[src/rtl/i2c_sipo_receiver.sv]
// i2c_sipo_receiver: oversampled I2C-style byte receiver.
// SCL/SDA are synchronized, and edge/condition events are registered once
// before they reach the FSM. Bytes are assembled MSB first on SCL rising
// edges. ACK/NACK is driven in the 9th bit through an open-drain enable.
module i2c_sipo_receiver #(
  parameter int SYNC_STAGES = 2
) (
  input  logic       clk,
  input  logic       rst_n,
  input  logic       scl_in,
  input  logic       sda_in,
  input  logic       ack_en,
  output logic [7:0] data_out,
  output logic       data_valid,
  output logic       start_det,
  output logic       stop_det,
  output logic       busy,
  output logic       sda_oe
);

  typedef enum logic [1:0] {IDLE, DATA, ACK} state_t;

  logic [SYNC_STAGES-1:0] scl_sync_q, sda_sync_q;
  logic                   scl_s, sda_s;
  logic                   scl_d_q, sda_d_q;
  logic                   rise_ev_q, fall_ev_q, start_ev_q, stop_ev_q, bit_q;

  state_t      state_q, state_d;
  logic [2:0]  bit_cnt_q, bit_cnt_d;
  logic [7:0]  shift_q, shift_d;
  logic        full_q, full_d;
  logic [7:0]  data_q, data_d;
  logic        valid_q, valid_d;
  logic        start_det_q, start_det_d;
  logic        stop_det_q, stop_det_d;
  logic        sda_oe_q, sda_oe_d;

  assign scl_s = scl_sync_q[SYNC_STAGES-1];
  assign sda_s = sda_sync_q[SYNC_STAGES-1];

  // Synchronizer chains; they reset to 1 so that reset looks like an idle bus.
  always_ff @(posedge clk or negedge rst_n) begin
    if (!rst_n) begin
      scl_sync_q <= '1;
      sda_sync_q <= '1;
      scl_d_q    <= 1'b1;
      sda_d_q    <= 1'b1;
    end else begin
      scl_sync_q <= {scl_sync_q[SYNC_STAGES-2:0], scl_in};
      sda_sync_q <= {sda_sync_q[SYNC_STAGES-2:0], sda_in};
      scl_d_q    <= scl_s;
      sda_d_q    <= sda_s;
    end
  end

  // Register the bus events, together with the SDA value that goes with them.
  // START/STOP require SCL high in both samples, so they never coincide with
  // an SCL edge.
  always_ff @(posedge clk or negedge rst_n) begin
    if (!rst_n) begin
      rise_ev_q  <= 1'b0;
      fall_ev_q  <= 1'b0;
      start_ev_q <= 1'b0;
      stop_ev_q  <= 1'b0;
      bit_q      <= 1'b1;
    end else begin
      rise_ev_q  <= scl_s & ~scl_d_q;
      fall_ev_q  <= ~scl_s & scl_d_q;
      start_ev_q <= scl_s & scl_d_q & sda_d_q & ~sda_s;
      stop_ev_q  <= scl_s & scl_d_q & ~sda_d_q & sda_s;
      bit_q      <= sda_s;
    end
  end

  // FSM and datapath state register.
  always_ff @(posedge clk or negedge rst_n) begin
    if (!rst_n) begin
      state_q     <= IDLE;
      bit_cnt_q   <= 3'd0;
      shift_q     <= 8'h00;
      full_q      <= 1'b0;
      data_q      <= 8'h00;
      valid_q     <= 1'b0;
      start_det_q <= 1'b0;
      stop_det_q  <= 1'b0;
      sda_oe_q    <= 1'b0;
    end else begin
      state_q     <= state_d;
      bit_cnt_q   <= bit_cnt_d;
      shift_q     <= shift_d;
      full_q      <= full_d;
      data_q      <= data_d;
      valid_q     <= valid_d;
      start_det_q <= start_det_d;
      stop_det_q  <= stop_det_d;
      sda_oe_q    <= sda_oe_d;
    end
  end

  // Next state. STOP and START override everything else and discard any
  // partial byte. full_q marks "8th rise seen, waiting for the falling edge
  // that opens the ACK bit".
  always_comb begin
    state_d     = state_q;
    bit_cnt_d   = bit_cnt_q;
    shift_d     = shift_q;
    full_d      = full_q;
    data_d      = data_q;
    valid_d     = 1'b0;
    start_det_d = 1'b0;
    stop_det_d  = 1'b0;
    sda_oe_d    = sda_oe_q;

    if (stop_ev_q) begin
      stop_det_d = 1'b1;
      state_d    = IDLE;
      bit_cnt_d  = 3'd0;
      shift_d    = 8'h00;
      full_d     = 1'b0;
      sda_oe_d   = 1'b0;
    end else if (start_ev_q) begin
      start_det_d = 1'b1;
      state_d     = DATA;
      bit_cnt_d   = 3'd0;
      shift_d     = 8'h00;
      full_d      = 1'b0;
      sda_oe_d    = 1'b0;
    end else begin
      case (state_q)
        IDLE: begin
        end
        DATA: begin
          if (rise_ev_q) begin
            shift_d   = {shift_q[6:0], bit_q};
            bit_cnt_d = bit_cnt_q + 3'd1;
            if (bit_cnt_q == 3'd7) begin
              data_d  = {shift_q[6:0], bit_q};
              valid_d = 1'b1;
              full_d  = 1'b1;
            end
          end else if (fall_ev_q && full_q) begin
            state_d  = ACK;
            sda_oe_d = ack_en;
            full_d   = 1'b0;
          end
        end
        ACK: begin
          if (fall_ev_q) begin
            sda_oe_d = 1'b0;
            state_d  = DATA;
          end
        end
        default: state_d = IDLE;
      endcase
    end
  end

  assign data_out   = data_q;
  assign data_valid = valid_q;
  assign start_det  = start_det_q;
  assign stop_det   = stop_det_q;
  assign busy       = (state_q != IDLE);
  assign sda_oe     = sda_oe_q;

endmodule

[config.mk]
export PLATFORM = sky130hd
export DESIGN_NAME = i2c_sipo_receiver
export DESIGN_NICKNAME = d
export VERILOG_FILES = /design/src/rtl/i2c_sipo_receiver.sv
export SDC_FILE = /design/constraint.sdc
export NUM_CORES = 1
export LEC_CHECK = 0
export ABC_AREA = 1
export BUFFER_PORTS_ARGS = -buffer_cell sky130_fd_sc_hd__buf_4
export CAP_MARGIN = 15
export CORE_ASPECT_RATIO = 0.7
export CORE_UTILIZATION = 40
export CTS_BUF_LIST = sky130_fd_sc_hd__clkbuf_4
export DETAILED_ROUTE_END_ITERATION = 10
export SKIP_LAST_GASP = 1
export SLEW_MARGIN = 20
export SYNTH_ARGS = -nofsm -noshare
export SYNTH_HDL_FRONTEND = slang
export SYNTH_SLANG_ARGS = --single-unit
[constraint.sdc]
create_clock -name clk -period 1.55 [get_ports clk]
set_input_delay 0.155 -clock clk [delete_from_list [all_inputs] [get_ports clk]]
set_output_delay 0.155 -clock clk [all_outputs]
set_load 0.05 [all_outputs]
Word-level counts from Yosys, hierarchy flattened
Cells that the tools add are included.

word-level totals
  register bits = 35
  input bits = 5
  output and inout bits = 13
  logic and storage cells = 85

operators by class
  $add $sub $neg = 1
  eq/ne operators = 8
  multiplexer cells = 34
  bitwise operators = 13
  reductions and logical operators = 12

operator list
  kind                                                              count
  7-bit two-way mux                                                 4
  1-bit two-way mux                                                 19
  3-bit two-way mux                                                 4
  4-bit != test (second input constant)                             3
  2-bit two-way mux                                                 5
  4-bit AND reduction                                               2
  4-bit nonzero test                                                2
  1-bit bitwise AND                                                 7
  1-bit NOT                                                         6
  2-bit case mux with 3 select lines                                1
  3-bit nonzero test                                                2
  5-bit AND reduction                                               1
  4-bit by 1-bit != test with 1-bit output (second input constant)  1
  3-bit by 1-bit adder with 3-bit output (second input constant)    1
  3-bit == test (second input constant)                             1
  3-bit != test (second input constant)                             1
  3-bit AND reduction                                               1
  2-bit by 1-bit == test with 1-bit output (second input constant)  1
  2-bit == test (second input constant)                             1
  2-bit zero test                                                   1
  1-bit case mux with 2 select lines                                1
  2-bit AND reduction                                               1
  2-bit nonzero test                                                1
  1-bit logical AND                                                 1

Longest topological paths before layout
Gate-level depths: netlist (run 1).

  depth in word-level cells = 6
  depth in mapped cells = 9
  mapped depth without buffers = 9

Least setup slack after synthesis (run 1)
Ideal clock, no wire load.

  path kind = reg-to-reg
  from = reg state_q[1]
  to = reg full_q
  library setup time = 0.119 ns
  arrival time = 1.197 ns
  required time = 1.431 ns
  path slack = 0.234 ns
  cell stages (with the launch flop) = 8
  path buffers = 0
  clock period less this slack = 1.316 ns
  path through = dfrtp_1 > inv_1 > ha_1 > nand2_1 > nand2_2 > o21ai_0 > nand2_1 > nand2_1

on the way
  longest elaborated chain between the ends = 3

ends and longest elaborated chain
  element                                   RTL line  source
  start: declaration                        28        state_t state_q, state_d;
  start signal: assignment                  88        state_q <= state_d;
  2-bit by 1-bit == test with 1-bit output  129       case (state_q)
  3-bit nonzero test (no line)              -
  3-bit AND reduction (no line)             -
  end signal: assignment                    91        full_q <= full_d;
  end: declaration                          31        logic full_q, full_d;

Every way passes these cells.
A chain may end at the register's enable or synchronous reset.

Worst setup path in the final report (run 1)
  from = reg state_q[0]
  to = out busy

on the way
  longest elaborated chain between the ends = 1

ends and longest elaborated chain
  element             RTL line  source
  2-bit nonzero test  162       assign busy = (state_q != IDLE);
  end: declaration    17        output logic busy,

Every way passes these cells.

==> Flow_metrics.wiki, run 1 <==
{| class="wikitable"
! Metric !! Value
|-
| First DRT Iteration DRCs || 102
|-
| Antenna Violating Nets Remaining || 0
|-
| Number of global-route vias before repair || 1073
|-
| Warnings from Yosys || 0
|-
| Largest vdd supply drop || 0.543 mV
|-
| Critical-path top delay cell || dfrtp_1
|-
| IO buf count || 17
|-
| Core area || 3560 um2
|-
| Count of different cell masters after synthesis || 20
|-
| Area grow syn2layout || 21.2%
|-
| Startpoint type of the worst setup path || flop
|-
| Arr. time, crit path || 1.32 ns
|-
| Crit. End Element || output port
|-
| Worst slew slack as a fraction of its limit || 0.714
|-
| Final setup viols || 0
|-
| Maximum clock path buffer count || 2
|-
| Pre-Repair DR Iteration Count || 4
|-
| RSZ-0062 raised after global routing || no
|-
| Cell repeated most along the worst path || inv_1
|-
| Destination of the worst register-to-register timing path || full_q$_DFFE_PN0P_
|-
| R2r startpoint || state_q[0]$_DFFE_PN0P_
|-
| Max-capacitance violation count || 0
|-
| Sequential share of the synthesized area || 0.586
|-
| Clock tree from TritonCTS || done
|-
| Endpoint of the most critical setup path || busy
|-
| Count of pins on the block boundary || 18
|-
| Initial antenna violation count || 0
|-
| Length of routed wiring on met1 || 1280 um
|-
| Combined area of all synthesized cells || 1510 um2
|-
| Final cell count without fillers || 233
|-
| TritonCTS Buffers || 5
|-
| Maximum fanout count along the critical path || 3
|-
| Inserted Diodes || 0
|-
| Number of sinks driven by the clock tree || 35
|-
| Number of buffer and inverter instances along the worst setup path || 3
|-
| Global route total overflow || 0
|-
| Final Hold Fails || 0
|-
| Horizontal die dimension || 75.4 um
|-
| Final routed DRC violation total || 0
|-
| Final critical-path share of the clock period || 0.952
|-
| WHS Path Cells || 5
|-
| Tightest Pin Transition || 0.429 ns
|-
| Global placement routability congestion || 0.877
|-
| Kind of cell adding the most delay to the critical path || flip-flops
|-
| Min Clock Period, post-route || 1.48 ns
|-
| Wirelength, routed || 2650 um
|-
| Half-perimeter wire length after placement || 1810 um
|-
| First-pass GRT wire length || 4720 um
|-
| Synthesized net count || 162
|-
| Flip-flop and latch count after synthesis || 35
|-
| Clock skew || 0.00654 ns
|-
| DR vias || 1081
|-
| Length in cells of the worst reg-to-reg path || 7
|-
| Fin nets || 193
|-
| Critical path's largest stage delay || 0.42 ns
|-
| Pwr dens || 1150 nW/um2
|-
| Setup crit start || state_q[0]$_DFFE_PN0P_
|-
| Effective utilization at floorplan || 0.423
|-
| Worst endpoint required time || 1.39 ns
|-
| Clock latency at the later pin of the worst-skew pair || 0.34 ns
|-
| Placed cell count || 218
|-
| Clock root buffer master || clkbuf_4
|-
| Highest-count cells in the layout ignoring fill and taps || 33 x nand2_1, 29 x dfrtp_1, 22 x inv_1, 21 x buf_4, 16 x nor2_1
|-
| Pin count of the biggest net entering global routing || 36
|-
| Die height || 53.3 um
|-
| Number of slew-limit violations in the final report || 0
|-
| Total die area || 4020 um2
|-
| Synthesized area divided by synthesized cell count || 9.98 um2
|-
| WL met3 || 109 um
|-
| Routed length per instance || 11.4 um
|-
| Worst Hold Class || in -> reg
|-
| H-tree Lvls || 2
|-
| Critical Path, Cell by Cell || inv_1 > ha_1 > inv_1 > buf_4
|-
| Number of placement rows || 18
|-
| Average via count per standard cell || 4.64
|-
| Most common library cell in the layout ignoring fill and taps || nand2_1
|-
| Overall global routing resource usage || 0.167
|-
| Clock transition at the registers of the reported paths || 0.11 ns
|-
| Slack of the worst reg-to-reg path || 0.15 ns
|-
| Upper clock frequency limit || 0.677 GHz
|-
| Number of cells on the critical path || 4
|-
| Run status || complete, no violations
|-
| Proportion of layout cells with a drive suffix above 1 || 0.301
|-
| Sum of negative setup slack || 0 ns
|-
| Uppermost layer routed || met4
|-
| Post-synthesis cell count || 151
|-
| Leak Pwr || 0.000902 uW
|-
| WS Path Type || reg -> out
|-
| Met2 WL || 1200 um
|-
| FILL cells || 341
|}
==> per-stage QoR <==
stage | hold slack, ns | instance area, um2 | util | power [uW] | worst slack [ns]
after floorplan | -0.141 | 1510 | - | 1430 | 0.234
after global placement | 0.121 | 1690 | 0.476 | 1560 | 0.130
after detailed placement | 0.125 | 1690 | 0.476 | 1580 | 0.0814
after CTS | 0.150 | 1780 | 0.500 | 2080 | 0.0498
after global routing | 0.174 | 1830 | 0.513 | 2250 | 0.00488
final | 0.162 | 1830 | 0.513 | 2110 | 0.0738
==> worst register-to-register path, cell delays in order (launching register included) <==
cell and delay [ns]:
dfrtp_1 0.43, buf_4 0.16, ha_2 0.23, nand2_1 0.11, nand2_2 0.13, o21ai_0 0.17
nand2_1 0.06, nand2_1 0.05
==> per-layer routing <==
metal,up-vias,GRT usage
met5,-,0
li1,538,-
met1,514,0.219
met4,0,0.0833
met3,7,0.0514
met2,22,0.247
==> layout make-up <==
class                           count  area, um2  area share
Inverter                           24       90.1      0.0493
Clock buffer                        5       37.5      0.0206
Clock inverter                      3       20.0      0.0110
Sequential cell                    35        883       0.484
Tap cell                           50       62.6      0.0343
Multi-Input combinational cell     91        524       0.287
Timing Repair Buffer               25        208       0.114
==> how the worst min path moves through the flow <==
stage | end | from | slack [ns]
final | sda_oe$_DFFE_PN0P_ | ack_en | 0.16
after global routing | sda_oe$_DFFE_PN0P_ | ack_en | 0.17
after CTS | sda_oe$_DFFE_PN0P_ | ack_en | 0.15
after detailed placement | bit_cnt_q[1]$_DFFE_PN0P_ | rst_n | 0.13
after global placement | bit_cnt_q[0]$_DFFE_PN0P_ | rst_n | 0.12
after floorplan | bit_cnt_q[0]$_DFFE_PN0P_ | rst_n | -0.14
==> sequential cells by signal, indices dropped and copies added, names as in the netlist <==
name,count
bit_cnt_q,3
bit_q,1
data_out,8
data_valid,1
fall_ev_q,1
full_q,1
rise_ev_q,1
scl_d_q,1
scl_sync_q,2
sda_oe,1
sda_sync_q,2
shift_q,7
start_det,1
start_ev_q,1
state_q,2
stop_det,1
stop_ev_q,1
==> kinds of logic after synthesis <==
kind of cell,share of synthesized area
and+or+nand+nor,0.204
DFF,0.586
buffers and inverters,0.0673
AOI/OAI and AO/OA,0.0922
adders and majority gates,0.0498
==> report_power, final <==
group	total, uW	internal (uW)	switching [uW]
registers	1030	984	44.9
logic	584	216	368
clock network	492	174	319
total	2110	1370	731
==> cell usage after synthesis <==
cell type,number,share of area
nand3_1,6,0.020
nand2_1,33,0.082
nor2_1,16,0.040
o21ai_0,1,0.0033
dfrtp_1,29,0.48
nor2_2,3,0.012
inv_2,2,0.0050
nor3_1,1,0.0033
o22ai_1,7,0.029
nor2_8,1,0.013
a21oi_1,1,0.0033
nand2_2,3,0.012
ha_1,6,0.050
inv_1,22,0.055
o21ai_2,8,0.047
nand4_4,1,0.014
nand3_2,1,0.0066
buf_6,1,0.0075
dfstp_2,6,0.10
o21ai_1,3,0.010
==> what timing repair did <==
item,in CTS,in global routing
endpoints found under the hold margin,31,0
endpoints found under the setup margin,0,13
hold buffers,3,0
buffers inserted,0,4
resized for setup,0,1
Power figures use the tool's default switching activity.
==> run 2, diff against run 1 <==
--- a/config.mk
+++ b/config.mk
@@ -6,7 +6,7 @@
 export NUM_CORES = 1
 export LEC_CHECK = 0
 export ABC_AREA = 1
-export BUFFER_PORTS_ARGS = -buffer_cell sky130_fd_sc_hd__buf_4
+export BUFFER_PORTS_ARGS = -buffer_cell sky130_fd_sc_hd__clkbuf_2
 export CAP_MARGIN = 15
 export CORE_ASPECT_RATIO = 0.7
 export CORE_UTILIZATION = 40
==> Flow_metrics.wiki, run 2 (synthesis gave the netlist of run 1 again) <==
{| class="wikitable"
! Metric !! Value
|-
| First-pass GRT wire length || 4540 um
|-
| Clock tree from TritonCTS || done
|-
| Flip-flop count of the largest register after layout || 8
|-
| Max-capacitance violation count || 0
|-
| Half-perimeter wire length after placement || 1810 um
|-
| Proportion of layout cells with a drive suffix above 1 || 0.313
|-
| WS Path Type || reg -> out
|-
| Crit. End Element || output port
|-
| Maximum fanout count along the critical path || 3
|-
| Largest vdd supply drop || 0.530 mV
|-
| Startpoint type of the worst setup path || flop
|-
| Length in cells of the worst reg-to-reg path || 8
|-
| H-tree Lvls || 2
|-
| Effective utilization at floorplan || 0.423
|-
| Clock root buffer master || clkbuf_4
|-
| Clock transition at the registers of the reported paths || 0.10 ns
|-
| Hold Path End || sda_oe$_DFFE_PN0P_
|-
| RSZ-0062 raised after global routing || no
|-
| Worst endpoint required time || 1.39 ns
|-
| Global placement routability congestion || 0.883
|-
| Sum of negative setup slack || 0 ns
|-
| Overall global routing resource usage || 0.160
|-
| Number of slew-limit violations in the final report || 0
|-
| Routed length per instance || 11.1 um
|-
| Maximum clock path buffer count || 2
|-
| Pin count of the biggest net entering global routing || 36
|-
| Initial antenna violation count || 0
|-
| Inserted Diodes || 0
|-
| Die height || 53.3 um
|-
| Worst slew slack as a fraction of its limit || 0.717
|-
| First DRT Iteration DRCs || 80
|-
| Leak Pwr || 0.000896 uW
|-
| Total die area || 4020 um2
|-
| Beginning of the worst hold path || ack_en
|-
| Slack of the worst reg-to-reg path || 0.17 ns
|-
| Number of sinks driven by the clock tree || 35
|-
| Pwr dens || 1240 nW/um2
|-
| Destination of the worst register-to-register timing path || state_q[1]$_DFFE_PN0P_
|-
| Worst Hold Class || in -> reg
|-
| Arr. time, crit path || 1.29 ns
|-
| Final setup viols || 0
|-
| Average via count per standard cell || 4.58
|-
| Global route total overflow || 0
|-
| Final critical-path share of the clock period || 0.933
|-
| TritonCTS Buffers || 5
|-
| WHS Path Cells || 5
|-
| Antenna Violating Nets Remaining || 0
|-
| Upper clock frequency limit || 0.692 GHz
|-
| Number of placement rows || 18
|-
| Count of pins on the block boundary || 18
|-
| Tightest Pin Transition || 0.425 ns
|-
| Horizontal die dimension || 75.4 um
|-
| DR vias || 1062
|-
| Placement Setup Slack || 0.0555 ns
|-
| Fin worst setup slack || 0.104 ns
|-
| Most common library cell in the layout ignoring fill and taps || nand2_1
|-
| Clock skew || 0.0158 ns
|-
| Core area || 3560 um2
|-
| Run status || complete, no violations
|-
| Pre-Repair DR Iteration Count || 4
|-
| R2r startpoint || state_q[0]$_DFFE_PN0P_
|-
| FILL cells || 346
|-
| Area grow syn2layout || 19.9%
|-
| Final routed DRC violation total || 0
|-
| Number of global-route vias before repair || 1026
|-
| Final Hold Slack || 0.136 ns
|-
| IO buf count || 17
|-
| Wirelength, routed || 2580 um
|-
| Min Clock Period, post-route || 1.45 ns
|-
| Highest-count cells in the layout ignoring fill and taps || 33 x nand2_1, 29 x dfrtp_1, 21 x inv_1, 16 x nor2_1, 16 x clkbuf_2
|-
| Fin nets || 192
|-
| Clock latency at the later pin of the worst-skew pair || 0.35 ns
|-
| Final Hold Fails || 0
|}
-- run 2: cell count changes in the layout (fill, tap and decap cells not counted), sizes merged --
| cell | before | now |
|---|---|---|
| buf | 22 | 4 |
| clkbuf | 5 | 23 |
| clkinv | 2 | 0 |
| bufinv | 0 | 1 |
-- run 2: how the worst max path moves through the flow --
| stage | start | end | slack, ns | cells after the start |
|---|---|---|---|---|
| floorplan | state_q[1]$_DFFE_PN0P_ | full_q$_DFFE_PN0P_ | 0.23 | 7 |
| global placement | state_q[1]$_DFFE_PN0P_ | data_out[0]$_DFFE_PN0P_ | 0.13 | 5 |
| detailed placement | state_q[1]$_DFFE_PN0P_ | data_out[2]$_DFFE_PN0P_ | 0.06 | 5 |
| CTS | state_q[0]$_DFFE_PN0P_ | busy | 0.02 | 4 |
| global route | state_q[0]$_DFFE_PN0P_ | full_q$_DFFE_PN0P_ | 0.01 | 7 |
| finish | state_q[0]$_DFFE_PN0P_ | busy | 0.10 | 4 |
-- run 2: per-layer routing --
metal  part of all wire  track usage  vias up
met1               0.48        0.198      488
li1                   -            -      532
met5                  0            0        -
met3              0.052       0.0514       10
met2               0.44        0.246       32
met4              0.026       0.0926        0
-- run 2: critical path, cell delays in order, from the launching register on --
cell,delay [ns]
dfrtp_1,0.42
inv_1,0.09
ha_2,0.20
inv_1,0.04
clkbuf_4,0.20
-- run 2: cell type report --
| type | instances | area (um2) | area share |
|---|---|---|---|
| clock buffers | 6 | 45.0 | 0.0249 |
| clock inverters | 2 | 37.5 | 0.0208 |
| inverters | 24 | 90.1 | 0.0499 |
| multi-input cells | 91 | 527 | 0.292 |
| flip-flops and latches | 35 | 883 | 0.489 |
| well taps | 50 | 62.6 | 0.0347 |
| repair buffers | 24 | 160 | 0.0887 |
-- run 2: what timing repair did --
| item | CTS | global route |
|---|---|---|
| pin swaps | 0 | 1 |
| resized for setup | 1 | 3 |
| setup endpoints to repair | 1 | 13 |
| buffers inserted | 0 | 2 |
| hold buffers | 3 | 0 |
| endpoints found under the hold margin | 31 | 0 |
| cloned | 0 | 0 |
-- run 2: per-stage QoR --
step | power [uW] | cells | util | instance area, um2
floorplan | 1430 | 151 | - | 1510
global placement | 1550 | 219 | 0.466 | 1660
detailed placement | 1560 | 219 | 0.466 | 1660
CTS | 2250 | 230 | 0.498 | 1770
global route | 2390 | 232 | 0.507 | 1810
finish | 2240 | 232 | 0.507 | 1810
-- run 2: power breakdown --
part	leakage, uW	internal (uW)	switching (uW)
clock network	0.0000419	358	305
registers	0.000462	984	47.6
logic	0.000392	184	363
==> run 3, diff against run 2 <==
--- a/config.mk
+++ b/config.mk
@@ -5,7 +5,6 @@
 export SDC_FILE = /design/constraint.sdc
 export NUM_CORES = 1
 export LEC_CHECK = 0
-export ABC_AREA = 1
 export BUFFER_PORTS_ARGS = -buffer_cell sky130_fd_sc_hd__clkbuf_2
 export CAP_MARGIN = 15
 export CORE_ASPECT_RATIO = 0.7
==> constraint.sdc (replaced) <==
create_clock -name clk -period 1.6 [get_ports clk]
set_input_delay 0.16 -clock clk [delete_from_list [all_inputs] [get_ports clk]]
set_output_delay 0.16 -clock clk [all_outputs]
set_load 0.05 [all_outputs]
==> Flow_metrics.wiki, run 3 <==
{| class="wikitable"
! Metric !! Value
|-
| Run status || complete, no violations
|-
| Post-synth top area share || 0.503
|-
| Area contributors post-synth || dfrtp_1 50%, dfstp_2 11%, mux2_2 6.2%, nand2_1 6.0%, ha_1 5.2%
|-
| Global route total overflow || 0
|-
| Antenna Violating Nets Remaining || 0
|-
| Worst endpoint required time || 1.44 ns
|-
| Slack of the worst reg-to-reg path || 0.14 ns
|-
| Clock root buffer master || clkbuf_4
|-
| Maximum clock path buffer count || 2
|-
| Commonest register cell after synthesis || dfrtp_1
|-
| Highest-count cells in the layout ignoring fill and taps || 29 x dfrtp_1, 22 x nand2_1, 17 x clkbuf_2, 12 x a21oi_1, 8 x mux2_2
|-
| Initial antenna violation count || 0
|-
| Clock transition at the registers of the reported paths || 0.10 ns
|-
| Area grow syn2layout || 19.2%
|-
| Clock skew || 0.00718 ns
|-
| Area leader, netlist || dfrtp_1
|-
| FILL cells || 309
|-
| Post-CTS Setup Inserts || 0
|-
| Max-capacitance violation count || 0
|-
| Placed cell count || 180
|-
| EDFF count, synth || 0
|-
| Upper clock frequency limit || 0.655 GHz
|-
| WHS Path Cells || 3
|-
| Final critical-path share of the clock period || 0.954
|-
| Number of global-route vias before repair || 854
|-
| Post-synthesis cell count || 119
|-
| Clock latency at the later pin of the worst-skew pair || 0.33 ns
|-
| Hold Path End || sda_oe$_DFFE_PN0P_
|-
| Effective utilization at floorplan || 0.438
|-
| Crit. End Element || output port
|-
| RSZ-0062 raised after global routing || no
|-
| Number of sinks driven by the clock tree || 35
|-
| Pin count of the biggest net entering global routing || 20
|-
| Pre-Repair DR Iteration Count || 4
|-
| TritonCTS Buffers || 5
|-
| Post-Synth Simple-Gate Area || 0.148
|-
| Flip-flop and latch count after synthesis || 35
|-
| Length in cells of the worst reg-to-reg path || 4
|-
| Startpoint type of the worst setup path || flop
|-
| Die height || 52.3 um
|-
| Horizontal die dimension || 73.8 um
|-
| Clock tree from TritonCTS || done
|-
| Mux contribution to synthesized area || 0.0693
|-
| Wirelength, routed || 2400 um
|-
| First-pass GRT wire length || 4040 um
|-
| WS Path Type || reg -> out
|-
| R2r startpoint || bit_cnt_q[0]$_DFFE_PN0P_
|-
| Sum of negative setup slack || 0 ns
|-
| Count of pins on the block boundary || 18
|-
| Arr. time, crit path || 1.37 ns
|-
| Inserted Diodes || 0
|-
| Tightest Pin Transition || 0.489 ns
|-
| Share of flip-flops with an asynchronous set or reset after synthesis || 1.00
|-
| Pwr dens || 1310 nW/um2
|-
| Area share of xor/xnor cells in the synthesized design || 0.00607
|-
| Sequential share of the synthesized area || 0.612
|-
| Final cell count without fillers || 191
|-
| Area taken by multi-input logic gates || 528 um2
|-
| Area used by sequential logic in the layout || 883 um2
|-
| Final Hold Fails || 0
|-
| Routed length per instance || 12.5 um
|-
| Flip-flop count of the largest register after layout || 8
|-
| Arithmetic-cell share of the synthesized area counting full adders, half adders and majority gates || 0.0520
|-
| Beginning of the worst hold path || ack_en
|-
| Number of placement rows || 17
|-
| Maximum fanout count along the critical path || 4
|-
| Largest vdd supply drop || 0.629 mV
|-
| First DRT Iteration DRCs || 49
|-
| IO buf count || 17
|-
| Core area || 3300 um2
|-
| Fraction of the mapped netlist area in compound gates || 0.0858
|-
| Average via count per standard cell || 4.68
|-
| Largest family of logic cells by synthesized area || simple AND/OR/NAND/NOR gates
|-
| Top cells by count, synth || 29 x dfrtp_1, 23 x nand2_1, 12 x a21oi_1
|-
| Proportion of layout cells with a drive suffix above 1 || 0.326
|-
| Number of slew-limit violations in the final report || 0
|-
| Most common library cell in the layout ignoring fill and taps || dfrtp_1
|-
| Synthesized net count || 130
|-
| Final routed DRC violation total || 0
|-
| Final setup viols || 0
|-
| DR vias || 894
|-
| Worst Hold Class || in -> reg
|-
| Destination of the worst register-to-register timing path || data_out[6]$_DFFE_PN0P_
|-
| Warnings from Yosys || 0
|-
| Dominant cell by count in the synthesized netlist || dfrtp_1
|-
| Overall global routing resource usage || 0.146
|-
| H-tree Lvls || 2
|-
| Min Clock Period, post-route || 1.53 ns
|-
| Combined area of all synthesized cells || 1440 um2
|-
| Synthesized area divided by synthesized cell count || 12.1 um2
|-
| Half-perimeter wire length after placement || 1720 um
|-
| Global placement routability congestion || 0.744
|-
| Total die area || 3860 um2
|-
| Count of different cell masters after synthesis || 28
|-
| Worst slew slack as a fraction of its limit || 0.674
|-
| Leak Pwr || 0.000852 uW
|-
| Fin nets || 154
|}
-- run 3: changes by cell type after synthesis, sizes merged, moves of 6 or more --
cell,before,now
inv,24,3
nand3,7,1
o22ai,7,0
nand2,36,23
nor2,20,4
mux2,0,8
a21oi,1,12
o21ai,12,0
-- run 3: metal layers --
metal | wire (um) | track usage | up-vias
met5 | 0 | 0 | -
met4 | 26 | 0.0577 | 0
met3 | 81 | 0.0462 | 4
met2 | 1050 | 0.209 | 15
met1 | 1240 | 0.205 | 424
li1 | - | - | 451
-- run 3: kinds of logic (layout without fill, tap and decap cells) --
kind of cell	Yosys count	in the layout
and+or+nand+nor	41	41
DFF	35	35
AOI/OAI and AO/OA	20	20
muxes	9	9
buffers and inverters	7	32
adders and majority gates	6	6
xor gates and xnor gates	1	1
-- run 3: through the flow --
stage                util  setup slack [ns]  area [um2]  hold slack [ns]  power, uW
finish              0.522            0.0736        1720           0.0865       2260
global route        0.522            0.0125        1720           0.0855       2370
CTS                 0.521            0.0463        1720           0.0789       2280
detailed placement  0.479           0.00881        1580            0.142       1470
global placement    0.479            0.0653        1580            0.140       1450
floorplan               -             0.236        1440           -0.136       1370
-- run 3: power breakdown --
part           internal [uW]  switching, uW  leakage [uW]
Sequential               964           60.2      0.000461
Clock                    505            287     0.0000559
Combinational            159            286      0.000335
-- run 3: repair_timing --
| action | in CTS | in global routing |
|---|---|---|
| hold endpoints to repair | 18 | 0 |
| gates resized for setup | 1 | 2 |
| endpoints found under the setup margin | 3 | 20 |
| hold buffers | 3 | 0 |
-- run 3: worst max-delay path by stage --
stage,from,to,slack (ns),cells after the start
after floorplan,state_q[0]$_DFFE_PN0P_,state_q[0]$_DFFE_PN0P_,0.24,5
after global placement,state_q[1]$_DFFE_PN0P_,bit_cnt_q[0]$_DFFE_PN0P_,0.07,5
after detailed placement,state_q[1]$_DFFE_PN0P_,bit_cnt_q[0]$_DFFE_PN0P_,0.009,5
after CTS,state_q[1]$_DFFE_PN0P_,data_out[6]$_DFFE_PN0P_,0.05,4
after global routing,state_q[0]$_DFFE_PN0P_,busy,0.01,4
final,state_q[0]$_DFFE_PN0P_,busy,0.07,4
-- run 3: final cells by class --
type | instances | area share
Inverter | 3 | 0.00654
Multi-Input combinational cell | 77 | 0.307
Clock buffer | 6 | 0.0262
Tap cell | 47 | 0.0342
Clock inverter | 2 | 0.0349
Sequential cell | 35 | 0.513
Timing Repair Buffer | 21 | 0.0785
-- run 3: critical path, stage by stage (launching register included) --
cell and delay (ns):
dfrtp_1 0.42, inv_1 0.08, ha_1 0.23, inv_1 0.06, clkbuf_2 0.26
